`src/rtl/sevenseg_pkg.sv`:
```
// Shared types and constants for the 3-digit seven-segment scan controller.
package sevenseg_pkg;

  // Conversion FSM states
  typedef enum logic [1:0] {
    ST_IDLE   = 2'd0,
    ST_CONV   = 2'd1,
    ST_COMMIT = 2'd2
  } state_t;

  // Digit slot indices used by the scanner
  localparam logic [1:0] DIG_ONES = 2'd0;
  localparam logic [1:0] DIG_TENS = 2'd1;
  localparam logic [1:0] DIG_HUND = 2'd2;

  // Segment patterns, bit order {g,f,e,d,c,b,a}, active-high
  localparam logic [6:0] SEG_BLANK = 7'b0000000;
  localparam logic [6:0] SEG_0     = 7'b0111111;
  localparam logic [6:0] SEG_1     = 7'b0000110;
  localparam logic [6:0] SEG_2     = 7'b1011011;
  localparam logic [6:0] SEG_3     = 7'b1001111;
  localparam logic [6:0] SEG_4     = 7'b1100110;
  localparam logic [6:0] SEG_5     = 7'b1101101;
  localparam logic [6:0] SEG_6     = 7'b1111101;
  localparam logic [6:0] SEG_7     = 7'b0000111;
  localparam logic [6:0] SEG_8     = 7'b1111111;
  localparam logic [6:0] SEG_9     = 7'b1101111;

  // Anode patterns, active-low, one digit enabled at a time
  localparam logic [2:0] AN_OFF  = 3'b111;
  localparam logic [2:0] AN_ONES = 3'b110;
  localparam logic [2:0] AN_TENS = 3'b101;
  localparam logic [2:0] AN_HUND = 3'b011;

  // Double-dabble correction: a BCD nibble of 5 or more gets +3 before the shift
  function automatic logic [3:0] add3_adj(input logic [3:0] nib);
    return (nib >= 4'd5) ? (nib + 4'd3) : nib;
  endfunction

endpackage

```
`src/rtl/seg7_digit_decode.sv`:
```
// Combinational BCD-to-seven-segment decoder with a blank override.
// Codes 10..15 decode to an all-off pattern.
module seg7_digit_decode
  import sevenseg_pkg::*;
(
  input  logic [3:0] bcd,
  input  logic       blank,
  output logic [6:0] seg
);

  // Pattern lookup; blank forces every segment off
  always_comb begin
    seg = SEG_BLANK;
    if (!blank) begin
      case (bcd)
        4'd0:    seg = SEG_0;
        4'd1:    seg = SEG_1;
        4'd2:    seg = SEG_2;
        4'd3:    seg = SEG_3;
        4'd4:    seg = SEG_4;
        4'd5:    seg = SEG_5;
        4'd6:    seg = SEG_6;
        4'd7:    seg = SEG_7;
        4'd8:    seg = SEG_8;
        4'd9:    seg = SEG_9;
        default: seg = SEG_BLANK;
      endcase
    end
  end

endmodule

```
`src/rtl/sevenseg_scan_ctrl.sv`:
```
// 3-digit multiplexed seven-segment controller.
// Handshake: a value transfers on a rising edge where load_valid and
// load_ready are both high; load_ready is high only while the converter is
// idle, and load_valid is ignored whenever load_ready is low.
// The 8-bit value is converted to BCD with one shift-add-3 step per cycle,
// then committed atomically to the display registers. The scanner runs
// independently of the converter and never sees partial results.
module sevenseg_scan_ctrl
  import sevenseg_pkg::*;
#(
  parameter int SCAN_DIV = 50000,
  parameter int CNT_W    = 16
) (
  input  logic       clk,
  input  logic       rst,
  input  logic       load_valid,
  output logic       load_ready,
  input  logic [7:0] value,
  input  logic       blank_lz,
  output logic       done,
  output logic [6:0] seg,
  output logic [2:0] an
);

  localparam logic [CNT_W-1:0] PRESC_LAST = CNT_W'(SCAN_DIV - 1);

  // Converter state
  state_t      state;
  logic [7:0]  shreg;
  logic [9:0]  scratch;   // {hund[1:0], tens[3:0], ones[3:0]}
  logic [2:0]  bit_cnt;
  logic [3:0]  tens_adj;
  logic [3:0]  ones_adj;

  // Committed display digits
  logic [1:0]  hund;
  logic [3:0]  tens;
  logic [3:0]  ones;

  // Scanner state
  logic [CNT_W-1:0] presc;
  logic [1:0]       dig_idx;

  // Muxed digit feeding the decoder
  logic [3:0]  cur_digit;
  logic        cur_blank;
  logic [2:0]  cur_an;
  logic [6:0]  seg_next;

  // Ready whenever the converter is idle
  always_comb begin
    load_ready = (state == ST_IDLE);
  end

  // Add-3 correction on the BCD nibbles; hundreds never exceeds 2 for 8-bit input
  always_comb begin
    tens_adj = add3_adj(scratch[7:4]);
    ones_adj = add3_adj(scratch[3:0]);
  end

  // Accept / convert / commit sequencing and the committed display registers
  always_ff @(posedge clk) begin
    if (rst) begin
      state   <= ST_IDLE;
      shreg   <= 8'd0;
      scratch <= 10'd0;
      bit_cnt <= 3'd0;
      hund    <= 2'd0;
      tens    <= 4'd0;
      ones    <= 4'd0;
      done    <= 1'b0;
    end else begin
      done <= 1'b0;
      case (state)
        ST_IDLE: begin
          if (load_valid && load_ready) begin
            shreg   <= value;
            scratch <= 10'd0;
            bit_cnt <= 3'd0;
            state   <= ST_CONV;
          end
        end
        ST_CONV: begin
          scratch <= {scratch[8], tens_adj, ones_adj, shreg[7]};
          shreg   <= {shreg[6:0], 1'b0};
          bit_cnt <= bit_cnt + 3'd1;
          if (bit_cnt == 3'd7) begin
            state <= ST_COMMIT;
          end
        end
        ST_COMMIT: begin
          hund  <= scratch[9:8];
          tens  <= scratch[7:4];
          ones  <= scratch[3:0];
          done  <= 1'b1;
          state <= ST_IDLE;
        end
        default: begin
          state <= ST_IDLE;
        end
      endcase
    end
  end

  // Prescaler and digit index: each slot stays active for SCAN_DIV cycles
  always_ff @(posedge clk) begin
    if (rst) begin
      presc   <= '0;
      dig_idx <= DIG_ONES;
    end else if (presc == PRESC_LAST) begin
      presc   <= '0;
      dig_idx <= (dig_idx == DIG_HUND) ? DIG_ONES : (dig_idx + 2'd1);
    end else begin
      presc <= presc + 1'b1;
    end
  end

  // Select the active digit, its leading-zero blank and its anode pattern
  always_comb begin
    cur_digit = 4'd0;
    cur_blank = 1'b1;
    cur_an    = AN_OFF;
    case (dig_idx)
      DIG_ONES: begin
        cur_digit = ones;
        cur_blank = 1'b0;
        cur_an    = AN_ONES;
      end
      DIG_TENS: begin
        cur_digit = tens;
        cur_blank = blank_lz && (hund == 2'd0) && (tens == 4'd0);
        cur_an    = AN_TENS;
      end
      DIG_HUND: begin
        cur_digit = {2'b00, hund};
        cur_blank = blank_lz && (hund == 2'd0);
        cur_an    = AN_HUND;
      end
      default: begin
        cur_digit = 4'd0;
        cur_blank = 1'b1;
        cur_an    = AN_OFF;
      end
    endcase
  end

  seg7_digit_decode u_decode (
    .bcd   (cur_digit),
    .blank (cur_blank),
    .seg   (seg_next)
  );

  // Register seg and an together so the pins change on the same edge
  always_ff @(posedge clk) begin
    if (rst) begin
      seg <= SEG_BLANK;
      an  <= AN_OFF;
    end else begin
      seg <= seg_next;
      an  <= cur_an;
    end
  end

endmodule

```
`config.mk`:
```
export PLATFORM = sky130hd
export DESIGN_NAME = sevenseg_scan_ctrl
export DESIGN_NICKNAME = d
export VERILOG_FILES = /design/src/rtl/sevenseg_pkg.sv /design/src/rtl/seg7_digit_decode.sv /design/src/rtl/sevenseg_scan_ctrl.sv
export SDC_FILE = /design/constraint.sdc
export NUM_CORES = 1
export LEC_CHECK = 0
export CAP_MARGIN = 40
export CORE_MARGIN = 2
export CORE_UTILIZATION = 61
export CTS_CLUSTER_SIZE = 20
export DETAILED_ROUTE_END_ITERATION = 10
export PLACE_DENSITY = 0.91
export REMOVE_ABC_BUFFERS = 1
export SYNTH_ARGS = -nofsm -noshare
export SYNTH_HDL_FRONTEND = slang
export SYNTH_SLANG_ARGS = --single-unit
```
`constraint.sdc`:
```
create_clock -name clk -period 4.42 [get_ports clk]
set_input_delay 0.442 -clock clk [delete_from_list [all_inputs] [get_ports clk]]
set_output_delay 0.442 -clock clk [all_outputs]
set_load 0.005 [all_outputs]
```
; After elaboration in Yosys (flattened, before gate mapping)
; Memory sizes are Yosys's and may differ from the RTL's. A register that Yosys moved wholly into a read port is not among the register bits.
; Cells that the tools add are included.
[op_classes]
eq_ne = 8
n_addsub = 5
magnitude_cmp = 2
muxes = 16
shifts = 0
reduce_logical = 12
n_bitwise = 0
div = 0
n_mul = 0
[ops]
columns = op, count
row1 = one-hot mux 10 bit (2 select lines), 1
row2 = adder 16 x 1 -> 16 bit (second input constant), 1
row3 = == test 16 bit (second input constant), 1
row4 = one-hot mux 8 bit (2 select lines), 1
row5 = one-hot mux 4 bit (3 select lines), 1
row6 = two-way mux 10 bit, 1
row7 = one-hot mux 3 bit (3 select lines), 1
row8 = adder 4 x 2 -> 4 bit (second input constant), 2
row9 = >= comparator 4 x 3 -> 1 bit (second input constant), 2
row10 = two-way mux 4 bit, 2
row11 = two-way mux 8 bit, 1
row12 = logical NOT 2 bit, 3
row13 = two-way mux 2 bit, 3
row14 = one-hot mux 3 bit (2 select lines), 1
row15 = == test 2 x 1 -> 1 bit (second input constant), 2
row16 = == test 2 bit (second input constant), 2
row17 = logical NOT 4 bit, 1
row18 = one-hot mux 2 bit (2 select lines), 1
row19 = AND reduction 2 bit, 2
row20 = OR reduction 2 bit, 2
row21 = adder 3 x 1 -> 3 bit (second input constant), 1
row22 = == test 3 bit (second input constant), 1
row23 = logical AND 1 bit, 3
row24 = two-way mux 3 bit, 1
row25 = 6 further kinds, 6
[totals]
in_bits = 12
ramBits = 0
latch_bits = 0
output_inout_bits = 12
elab_cells = 55
ff_bits = 55
mem_bits_ro = 112
mem_count = 1
[memory_table]
columns = name, words, width, rd, rd_ports_with_merged_regs, wr, line
row1 = (no name shown), 16, 7, 1, 1, 0, seg7_digit_decode.sv:15  ; case (bcd)

; Depth between registers and ports, before layout
[logic_depth]
depth_word = 5
depth_mapped = 9
ltp_nobuf = 7

; Cells and area by module
; From an unflattened synthesis, not the netlist that was laid out.
[unflattened]
cells_unflattened = 327
area_unflattened_um2 = 2849.0
[by_module_without_submodules]
columns = module, n_inst, cells_each, seq_area_each_um2, area_per_inst_um2
row1 = sevenseg_scan_ctrl, 1, 296, 1241.2, 2618.8
row2 = seg7_digit_decode, 1, 31, 0.0, 230.2

; Worst setup path after synthesis
; Ideal clock, no wire load.
[synth_timing]
path_kind = reg-to-reg
startpoint = reg dig_idx[1]
endpoint = reg seg[6]
setup_time_ps = 74
path_slack_ps = 2630
period_less_slack_ps = 1790
path_stages_with_launch = 8
required_time_ps = 4346
n_path_buf = 1
arrival_ps = 1716
cell_sequence = dfxtp_1 buf_2 mux2i_1 o22a_1 inv_1 ha_1 or3_1 a31oi_1
[synth_between]
elab_chain_cells = 3
elab_cells_between_ends = 6
cone_classes = eq/ne (2) / mux (2) / reduce/logical (2)
[synth_lines]
columns = item, line
row1 = "start, declared", sevenseg_scan_ctrl.sv:42  ; logic [1:0] dig_idx;
row2 = "start signal, assigned", sevenseg_scan_ctrl.sv:112  ; dig_idx <= (dig_idx == DIG_HUND) ? DIG_ONES : (dig_idx + 2'd1);
row3 = "== test 2 bit, or another cell as far along", sevenseg_scan_ctrl.sv:123  ; case (dig_idx)
row4 = one-hot mux 1 bit (3 select lines), sevenseg_scan_ctrl.sv:123
row5 = OR reduction 2 bit (no line), -
row6 = "end, declared", sevenseg_scan_ctrl.sv:21  ; output logic [6:0] seg,
; Several ways; a longest one is shown, not always the timed one.
; A chain may end at the register's enable or synchronous reset.

; Worst setup path after layout
[layout_timing]
startpoint = reg dig_idx[1]
endpoint = reg seg[5]
; Same word-level chain as after synthesis.

==> results.rst <==
.. list-table::
   :header-rows: 1

   * - Metric
     - Value
   * - Total power
     - 1.11 mW
   * - HPWL Detailed
     - 3300 um
   * - Post-CTS setup buffer count
     - 0
   * - Yosys warns
     - 0
   * - Leading cell types in the layout, fill and taps excluded
     - 62 x dfxtp_1, 49 x nand2_1, 43 x nor2_1
   * - Number of instances on the worst hold path
     - 1
   * - Pin count of the biggest net entering global routing
     - 41
   * - Number of setup violations in the final report
     - 0
   * - Final layout net count
     - 358
   * - Via count of the first global-routing pass
     - 2,029
   * - Static leakage
     - 1.22 nW
   * - Cell chosen for the clock root
     - clkbuf_8
   * - Clock transition time at the flip-flop clock pins of the worst setup and hold paths
     - 0.06 ns
   * - RSZ-0062 raised after global routing
     - no
   * - Net switching power
     - 0.239 mW
   * - Cell internal pwr
     - 0.867 mW
   * - TritonCTS clock tree
     - yes
   * - Critical path data arrival time
     - 2.29 ns
   * - Number of buffers created by CTS
     - 9
   * - DRC viols
     - 0
   * - Post-synthesis instance total
     - 315
   * - Total of cells resized after clock tree synthesis
     - 0
   * - Achievable clock frequency
     - 490 MHz
   * - Ordered list of cells on the worst path
     - mux2i_1, o22a_1, inv_1, ha_1, or3_1, a31oi_1
   * - CTS H-tree depth
     - 3
   * - Row count
     - 24
   * - Placed cells
     - 374
   * - Hold Violations, Final
     - 0
   * - Highest ir drop seen on vdd
     - 0.257 mV
   * - Library cells used by synthesis
     - 40
   * - Fraction of registers with async set or reset after synthesis
     - 0%
   * - Placer congestion estimate
     - 0.771
   * - Maximum fanout encountered on the critical timing path
     - 12
   * - Effective utilization at floorplan
     - 62.6%
   * - CP top delay family
     - flip-flops
   * - Maximum clock insertion buffer count
     - 2
   * - Overall via count from detail_route
     - 2,171
   * - Share of layout cells above drive strength 1
     - 5.04%
   * - Max-slew headroom
     - 43.6%
   * - Post-route setup TNS
     - 0 ns
   * - Layout Area Growth over Synthesis
     - 15.3%
   * - Total Wirelength
     - 4920 um
   * - Number of gates on the worst path with buffers counted
     - 6
   * - Clock Skews
     - 0.00825 ns
   * - Critical path startpoint category
     - flip-flop
   * - Period utilization
     - 46.1%
   * - Count of buffering cells on the critical path with inverters included
     - 1
   * - Sequential Power Share
     - 52.6%
   * - Register bit count reported by yosys
     - 62
   * - Antenna violations before repair
     - 0
   * - Grt ovf
     - 0
   * - Largest stage delay on the critical path
     - 0.54 ns
   * - Syn_area_per_cell
     - 8.60 um^2
   * - Area enclosed by the die boundary
     - 4990 um^2
   * - Switching fraction of total power
     - 21.6%
   * - Outcome
     - completed
   * - Global router's overall resource usage
     - 22.0%
   * - Min Clock Period, post-route
     - 2.04 ns
   * - Reported max-cap violation count
     - 0
   * - Core region area
     - 4320 um^2
   * - Starting DRC count in detailed routing
     - 158
   * - Worst skew pair latency
     - 0.33 ns
   * - Portion of total power attributed to the clock network
     - 41.6%
   * - Slew at the pin closest to its max-slew limit
     - 0.844 ns
   * - Critical-path top delay cell
     - dfxtp_1
   * - Worst min-delay path class
     - reg -> reg
   * - Number of synthesized flops with an enable pin
     - 0
   * - Area of the mapped netlist
     - 2710 um^2
   * - Global-route wire length before repair
     - 8800 um
   * - Die height
     - 70.6 um
   * - Endpoint class of the critical path
     - flip-flop
   * - I/O pin count
     - 24
   * - Die W
     - 70.6 um
   * - Count of filler cells inserted in the layout
     - 344
   * - Count of hold-fix buffers inserted at cts
     - 0
   * - Combinational power share
     - 5.8%
   * - Total power per unit cell area
     - 354 nW/um^2
   * - Routed Antenna Nets
     - 0
   * - Req. time, crit path
     - 4.67 ns
   * - Final Max Tran Viols
     - 0
   * - Average detailed-routed wire length per instance
     - 12.6 um
   * - Area of the multi-input gates
     - 1360 um^2
   * - Diodes inserted
     - 0
   * - Post-route non-filler standard cell count
     - 389
   * - Area taken by flip-flops and latches
     - 1240 um^2
   * - Router iterations before antenna repair
     - 4
   * - Clock Sink Count
     - 62
   * - Average via count per standard cell
     - 5.58
   * - Length in cells of the worst reg-to-reg path
     - 6
   * - Worst setup path category
     - reg -> reg
   * - Seq/Total Area, Yosys
     - 45.8%
   * - Most instantiated flip-flop cell in the synthesis netlist
     - dfxtp_1
   * - Count of input and output buffers
     - 23
   * - Most frequent standard cell in the layout excluding fill and tap cells
     - dfxtp_1
## area by class of cell
cell class / instances / share of cell area (%)
repair buffers: 25 / 7.85
multi-input cells: 227 / 43.4
well taps: 52 / 2.08
inverters: 8 / 0.961
flip-flops and latches: 62 / 39.7
clock buffers: 15 / 5.97
## layer usage
layer | GRT usage (%) | vias to the layer above | wire, um
met5 | 0 | - | 0
met4 | 13.6 | 0 | 125
met3 | 4.56 | 13 | 210
met2 | 35.5 | 46 | 2270
met1 | 27.1 | 1003 | 2310
li1 | - | 1109 | -
## worst paths after layout
path	startpoint	to	slack [ns]
hold / removal	presc[0]$_SDFF_PP0_	presc[0]$_SDFF_PP0_	0.45
setup reg to reg	dig_idx[1]$_SDFFE_PP0N_	seg[5]$_SDFF_PP0_	2.38
setup / recovery	dig_idx[1]$_SDFFE_PP0N_	seg[5]$_SDFF_PP0_	2.38
hold reg to reg	presc[0]$_SDFF_PP0_	presc[0]$_SDFF_PP0_	0.45
## power groups by stage
stage / clock network (mW) / registers (mW) / logic (mW)
finish: 0.460 / 0.581 / 0.0641
global route: 0.487 / 0.583 / 0.0718
CTS: 0.466 / 0.581 / 0.0646
detailed placement: 0 / 0.594 / 0.0642
global placement: 0 / 0.593 / 0.0620
floorplan: 0 / 0.592 / 0.0317
## cells by family (layout without fill, tap and decap cells)
family	Yosys count	in the layout	synth area share, %
and+or+nand+nor	135	135	22.3
DFF	62	62	45.8
AOI/OAI and AO/OA	54	54	13.3
buffers and inverters	26	48	4.11
xor gates and xnor gates	18	18	5.82
adders and majority gates	13	13	6.00
muxes	7	7	2.59
## through the flow
stage | setup slack, ns | instance area (um^2) | hold slack [ns] | utilization [%]
detailed placement | 2.29 | 2940 | 0.439 | 67.9
CTS | 2.37 | 3120 | 0.449 | 72.3
global route | 2.21 | 3120 | 0.461 | 72.3
floorplan | 2.63 | 2630 | 0.413 | -
finish | 2.38 | 3120 | 0.449 | 72.3
global placement | 2.38 | 2940 | 0.431 | 67.9
## sequential cells by signal, summed over array words and instances (netlist names)
register,flops
an,3
bit_cnt,3
dig_idx,2
done,1
hund,2
ones,4
presc,16
scratch,10
seg,7
shreg,8
state,2
tens,4
## cells in the mapped netlist, drive strengths merged, types with 4 or more instances
library cell	instances	area, um^2
nor2	43	161
o21ai	4	20.0
inv	8	30.0
and3	4	25.0
ha	13	163
dfxtp	62	1240
nand3	12	60.1
a21oi	18	90.1
nand2b	4	25.0
nor2b	4	25.0
xnor2	7	61.3
xor2	11	96.3
a22oi	7	52.6
buf	9	47.5
nor3	4	20.0
nand2	49	184
a311oi	7	61.3
clkbuf	9	33.8
mux2i	7	70.1
No activity file was read; power rests on OpenSTA's default activity.
